--- src/rtl/spi_bridge_pkg.sv ---
// ----------------------------------------------------------------------------
// spi_bridge_pkg
// Shared definitions for the SPI register bridge: the decoder state encoding,
// the bit positions inside the command byte and the bus widths.
// ----------------------------------------------------------------------------
package spi_bridge_pkg;

   localparam int ADDR_W     = 7;
   localparam int DATA_W     = 8;
   localparam int CMD_RD_BIT = 7;

   localparam logic [7:0] DROP_MAX = 8'hFF;

   typedef enum logic [2:0] {
      ST_IDLE,
      ST_WRITE,
      ST_RD_REQ,
      ST_RD_WAIT,
      ST_RD_PUSH,
      ST_RD_DUMMY
   } state_t;

endpackage

--- src/rtl/axis_spi_reg_bridge.sv ---
// ----------------------------------------------------------------------------
// axis_spi_reg_bridge
// Decodes the byte stream received from the SPI slave into register bus
// accesses. The first byte of a frame (tuser = 1) is a command: bit 7 selects
// read (1) or write (0), the low bits are the start address. Write frames
// carry data bytes that are strobed onto the register bus. Read frames return
// one register byte per SPI byte on the transmit stream, the master clocking
// each one out with a dummy byte.
//
// Ports
//   axis_aclk, axis_aresetn   clock, synchronous active-low reset
//   s_axis_*                  received SPI bytes (tkeep/tlast ignored)
//   m_axis_*                  bytes to shift out on MISO
//   reg_addr/reg_wdata        register bus address and write data
//   reg_we/reg_re             single-cycle write/read strobes
//   reg_rdata                 read data, valid one cycle after reg_re
//   drop_count                saturating count of bytes thrown away in IDLE
// ----------------------------------------------------------------------------
module axis_spi_reg_bridge #(
   parameter int ADDR_W = 7,
   parameter int DATA_W = 8
) (
   input  logic              axis_aclk,
   input  logic              axis_aresetn,
   input  logic [DATA_W-1:0] s_axis_tdata,
   input  logic              s_axis_tvalid,
   output logic              s_axis_tready,
   input  logic              s_axis_tuser,
   input  logic              s_axis_tkeep,
   input  logic              s_axis_tlast,
   output logic [DATA_W-1:0] m_axis_tdata,
   output logic              m_axis_tvalid,
   input  logic              m_axis_tready,
   output logic              m_axis_tkeep,
   output logic              m_axis_tlast,
   output logic              m_axis_tuser,
   output logic [ADDR_W-1:0] reg_addr,
   output logic [DATA_W-1:0] reg_wdata,
   output logic              reg_we,
   output logic              reg_re,
   input  logic [DATA_W-1:0] reg_rdata,
   output logic [7:0]        drop_count
);

   import spi_bridge_pkg::*;

   state_t            r_state;
   logic [ADDR_W-1:0] r_addr;
   logic [ADDR_W-1:0] r_regAddr;
   logic [DATA_W-1:0] r_wdata;
   logic [DATA_W-1:0] r_mData;
   logic              r_mValid;
   logic              r_sReady;
   logic              r_we;
   logic              r_re;
   logic [7:0]        r_drop;

   logic              w_accept;
   logic              w_cmdRead;
   logic [ADDR_W-1:0] w_cmdAddr;
   logic              w_unused;

   assign w_accept  = s_axis_tvalid & r_sReady;
   assign w_cmdRead = s_axis_tdata[CMD_RD_BIT];
   assign w_cmdAddr = s_axis_tdata[ADDR_W-1:0];
   assign w_unused  = s_axis_tkeep ^ s_axis_tlast;

   // Single decoder FSM. A frame-start byte is a new command in every state
   // that accepts bytes, so it is handled ahead of the per-state logic; this
   // also guarantees that a command byte can never cause a stray write.
   // s_axis_tready is a register set alongside each state change, so it reads
   // 0 while reset is held and rises one cycle after reset is released.
   always_ff @(posedge axis_aclk) begin
      if (!axis_aresetn) begin
         r_state   <= ST_IDLE;
         r_addr    <= '0;
         r_regAddr <= '0;
         r_wdata   <= '0;
         r_mData   <= '0;
         r_mValid  <= 1'b0;
         r_sReady  <= 1'b0;
         r_we      <= 1'b0;
         r_re      <= 1'b0;
         r_drop    <= '0;
      end else begin
         r_we <= 1'b0;
         r_re <= 1'b0;
         if (w_accept && s_axis_tuser) begin
            r_addr <= w_cmdAddr;
            if (w_cmdRead) begin
               r_state   <= ST_RD_REQ;
               r_re      <= 1'b1;
               r_regAddr <= w_cmdAddr;
               r_sReady  <= 1'b0;
            end else begin
               r_state  <= ST_WRITE;
               r_sReady <= 1'b1;
            end
         end else begin
            case (r_state)
               ST_IDLE: begin
                  r_sReady <= 1'b1;
                  if (w_accept && (r_drop != DROP_MAX)) begin
                     r_drop <= r_drop + 8'd1;
                  end
               end
               ST_WRITE: begin
                  if (w_accept) begin
                     r_we      <= 1'b1;
                     r_regAddr <= r_addr;
                     r_wdata   <= s_axis_tdata;
                     r_addr    <= r_addr + ADDR_W'(1);
                  end
               end
               ST_RD_REQ: begin
                  r_state <= ST_RD_WAIT;
               end
               ST_RD_WAIT: begin
                  r_mData  <= reg_rdata;
                  r_mValid <= 1'b1;
                  r_state  <= ST_RD_PUSH;
               end
               ST_RD_PUSH: begin
                  if (m_axis_tready) begin
                     r_mValid <= 1'b0;
                     r_addr   <= r_addr + ADDR_W'(1);
                     r_sReady <= 1'b1;
                     r_state  <= ST_RD_DUMMY;
                  end
               end
               ST_RD_DUMMY: begin
                  if (w_accept) begin
                     r_state   <= ST_RD_REQ;
                     r_re      <= 1'b1;
                     r_regAddr <= r_addr;
                     r_sReady  <= 1'b0;
                  end
               end
               default: begin
                  r_state  <= ST_IDLE;
                  r_sReady <= 1'b0;
               end
            endcase
         end
      end
   end

   assign s_axis_tready = r_sReady;
   assign m_axis_tdata  = r_mData;
   assign m_axis_tvalid = r_mValid;
   assign m_axis_tkeep  = r_mValid;
   assign m_axis_tlast  = 1'b0;
   assign m_axis_tuser  = 1'b0;
   assign reg_addr      = r_regAddr;
   assign reg_wdata     = r_wdata;
   assign reg_we        = r_we;
   assign reg_re        = r_re;
   assign drop_count    = r_drop;

endmodule

--- config.mk ---
export PLATFORM = sky130hd
export DESIGN_NAME = axis_spi_reg_bridge
export DESIGN_NICKNAME = d
export VERILOG_FILES = /design/src/rtl/spi_bridge_pkg.sv /design/src/rtl/axis_spi_reg_bridge.sv
export SDC_FILE = /design/constraint.sdc
export NUM_CORES = 1
export LEC_CHECK = 0
export BUFFER_PORTS_ARGS = -buffer_cell sky130_fd_sc_hd__buf_2
export CAP_MARGIN = 20
export CORE_MARGIN = 5
export CORE_UTILIZATION = 30
export DETAILED_ROUTE_END_ITERATION = 10
export PLACE_DENSITY_LB_ADDON = 0.05
export SETUP_SLACK_MARGIN = 0.2
export SYNTH_ARGS = -nofsm -noshare
export SYNTH_HDL_FRONTEND = slang
export SYNTH_SLANG_ARGS = --single-unit
--- constraint.sdc ---
create_clock -name axis_aclk -period 1.81 [get_ports axis_aclk]
set_clock_uncertainty 0.05 [all_clocks]
set_input_delay 0.2715 -clock axis_aclk [delete_from_list [all_inputs] [get_ports axis_aclk]]
set_output_delay 0.2715 -clock axis_aclk [all_outputs]
set_load 0.01 [all_outputs]
==> summary.md <==
| Metric | Value |
|---|---|
| Clk pin slew, worst setup/hold paths | 0.09 ns |
| Share of cells above drive strength 1 | 31.5% |
| Commonest non-fill, non-tap cell in the layout | buf_2 |
| Asr flop ratio synth | 0% |
| P_int | 1.44 mW |
| Post-Route WL | 5790 um |
| Mean area per synthesized cell | 8.79 sq um |
| Fin area | 0.00270 sq mm |
| Max Cap Viol | 0 |
| Hold Fails Final Rpt | 0 |
| Post-synthesis mux area share | 8.69% |
| Full die area | 0.00868 sq mm |
| Top cell type's share of synthesized area | 43.4% |
| Synth unique cells | 49 |
| Hold depth | 3 |
| Max Freq | 639 MHz |
| Reg power frac | 53.6% |
| Simple-gate share of the synthesized area | 20.9% |
| Leakage | 1.10 nW |
| CTS tree | built |
| Die H | 93.2 um |
| Power per cell area | 723 mW/mm^2 |
| Post-synth EDFFs | 0 |
| Post-Route Utilization | 40.0% |
| Synth area leaders | dfxtp_1 (43%), mux2i_1 (8.7%), nor2_1 (5.2%) |
| Hold crit path type | input pin to flip-flop |
| Final ANT Viol Nets | 0 |
| Vias | 1,979 |
| First-pass GRT wire length | 9450 um |
| CP Launch Type | flip-flop |
| Data arrival time of the critical path | 1.70 ns |
| Primary FF master, synth | dfxtp_1 |
| Grt total ovfl | 0 |
| Clock network latency to the later pin of the worst-skew pair | 0.30 ns |
| Core ar. | 0.00676 sq mm |
| Final setup TNS | 0 ns |
| Nets@finish | 332 |
| Clock power share | 34.1% |
| H-tree Lvls | 2 |
| Worst setup path startpoint | r_state[0] |
| Minimum clock period | 1.57 ns |
| Adder-cell share of the synthesized area | 1.21% |
| Worst Path Required | 1.94 ns |
| Post-Syn Instances | 236 |
| Cells on worst reg2reg path | 6 |
| Total Routing Usage GR | 13.6% |
| Cell accounting for the most synthesized area | dfxtp_1 |
| Gpl congestion | 0.737 |
| Post-Synth XOR/XNOR Area | 2.53% |
| Diodes inserted | 0 |
| Post-route clock period utilization | 86.5% |
| Initial Util | 30.7% |
| Multi-input gate area | 0.00111 sq mm |
| Final Max Slew Viols | 0 |
| WL/cell | 14.9 um |
| Seq/Total Area, Yosys | 43.4% |
| IO Port Bufs | 56 |
| Largest vdd supply drop | 0.267 mV |
| 1st-iter DRT viols | 100 |
| Crit Path Max Fanout | 9 |
| Status | finished, final reports clean |
| Register bit total from synthesis | 45 |
| Largest net degree at the start of global routing | 27 |
| Number of fill cells | 724 |
| Clock root buffer | clkbuf_8 |
| TritonRoute pass-1 iters | 4 |
| DRC viols | 0 |
| Num CTS Buffers | 5 |
| Endpoints failing setup | 0 |
| Synth Warn # | 0 |
| Layout area overhead | 30.3% |
| Comb pwr share | 12.3% |
| CTS max path bufs | 2 |
| # IOs | 61 |
| DR vias/cell | 5.10 |
| Unrepaired setup endpoints after global routing | yes |
| Cell area after synthesis | 0.00207 sq mm |
| # rows | 30 |
| RR Startpoint | r_state[0] |
| Vias in the first global route | 1,904 |
| NetSw | 0.521 mW |
| Worst Setup End Kind | flip-flop |
| Compound-Gate Fraction of Synth Area | 18.5% |
| Main combinational cell family by area after synthesis | simple AND/OR/NAND/NOR gates |
| Dpl hpwl | 4030 um |
| Crit Path Category | flip-flop to flip-flop |
| Register Area | 910 sq um |
| CTS sink count | 45 |
| Placement Cell Area | 0.00250 sq mm |
| Initial antenna violation count | 0 |
| Sw frac | 26.6% |
| Hold_sp | reg_rdata[7] |
| Chip width | 93.2 um |
| Most frequent cells in the layout | buf_2 (56), dfxtp_1 (42), nor2_1 (26) |
-- power by group through the flow --
| stage | logic [mW] | clock network [mW] | registers, mW |
|---|---|---|---|
| 2_1_floorplan | 0.125 | 0 | 1.07 |
| 3_3_place_gp | 0.218 | 0 | 1.07 |
| 3_5_place_dp | 0.218 | 0 | 1.07 |
| 4_1_cts | 0.225 | 0.702 | 1.05 |
| 5_1_grt | 0.268 | 0.737 | 1.05 |
| 6_report | 0.240 | 0.667 | 1.05 |
-- sequential cells by signal, summed over array words and instances, names as in the netlist --
name and cells:
drop_count 8, m_axis_tdata 8, m_axis_tkeep 1, r_addr 7, r_state 3, reg_addr 7
reg_re 1, reg_wdata 8, reg_we 1, s_axis_tready 1
-- synth_stat cells (all sizes together) (2+ instances only) --
cell and number:
a21oi 21, ha 2, nor2 30, nor3 3, nand3 7, or3 2, buf 7, and3 3
o21ai 16, o311ai 2, nand4b 2, nand4 2, nand2b 2, clkbuf 8, and4b 2, dfxtp 45
a211oi 2, a311oi 7, nand2 21, o41ai 3, xnor2 4, xor2 2, o211ai 2, or4 2
nor2b 2, or3b 2, mux2i 18, inv 2
-- cells by family (layout without fill, tap and decap cells) --
kind of cell             Yosys count  in the layout
multiplexers                      18             18
AO/OA/AOI/OAI                     60             60
flip-flops                        45             45
adder cells (fa/ha/maj)            2              2
buffers and inverters             18             88
XOR/XNOR                           6              6
other                              1              2
AND/OR/NAND/NOR                   86             87
-- metal layers --
metal / share of wire [%] / routed length (um) / up-vias / global-route usage [%]
met5: 0 / 0 / - / 0
met4: 0.60 / 35 / 0 / 4.03
met3: 5.8 / 334 / 2 / 4.02
met2: 44 / 2560 / 49 / 20.5
met1: 49 / 2860 / 929 / 18.8
li1: - / - / 999 / -
-- worst paths after layout --
| check | to | slack (ns) |
|---|---|---|
| worst max register to register | r_addr[5] | 0.24 |
| worst max-delay path | r_addr[5] | 0.24 |
| worst min register to register | reg_wdata[3] | 0.44 |
| worst min-delay path | m_axis_tdata[7] | 0.16 |
-- stage by stage --
stage | cells | total power, mW | setup slack [ns] | hold WS [ns]
after global routing | 388 | 2.06 | 0.123 | 0.154
after detailed placement | 372 | 1.29 | 0.127 | 0.428
after CTS | 383 | 1.98 | 0.224 | 0.143
after floorplan | 237 | 1.19 | 0.258 | 0.333
after global placement | 372 | 1.29 | 0.139 | 0.420
final | 388 | 1.96 | 0.245 | 0.157
-- worst max-delay path: stages, from the launching register on --
cell and delay, ns:
dfxtp_4 0.37, buf_4 0.14, buf_4 0.16, and4b_1 0.24, o2111ai_1 0.23, xor2_1 0.18, a21oi_1 0.08
-- timing repair --
item,CTS,global route
setup buffers,2,5
cloned,1,0
pin swaps,1,5
gates resized for setup,5,10
endpoints found under the setup margin,12,23
hold buffers,0,0
-- layout make-up --
class / count / area share (%)
multi-input combinational: 175 / 41.1
sequential: 45 / 33.6
timing repair buffer: 77 / 17.6
tap: 80 / 3.70
clock buffer: 6 / 3.05
clock inverter: 2 / 0.509
inverter: 3 / 0.416
Power figures use the tool's default switching activity.
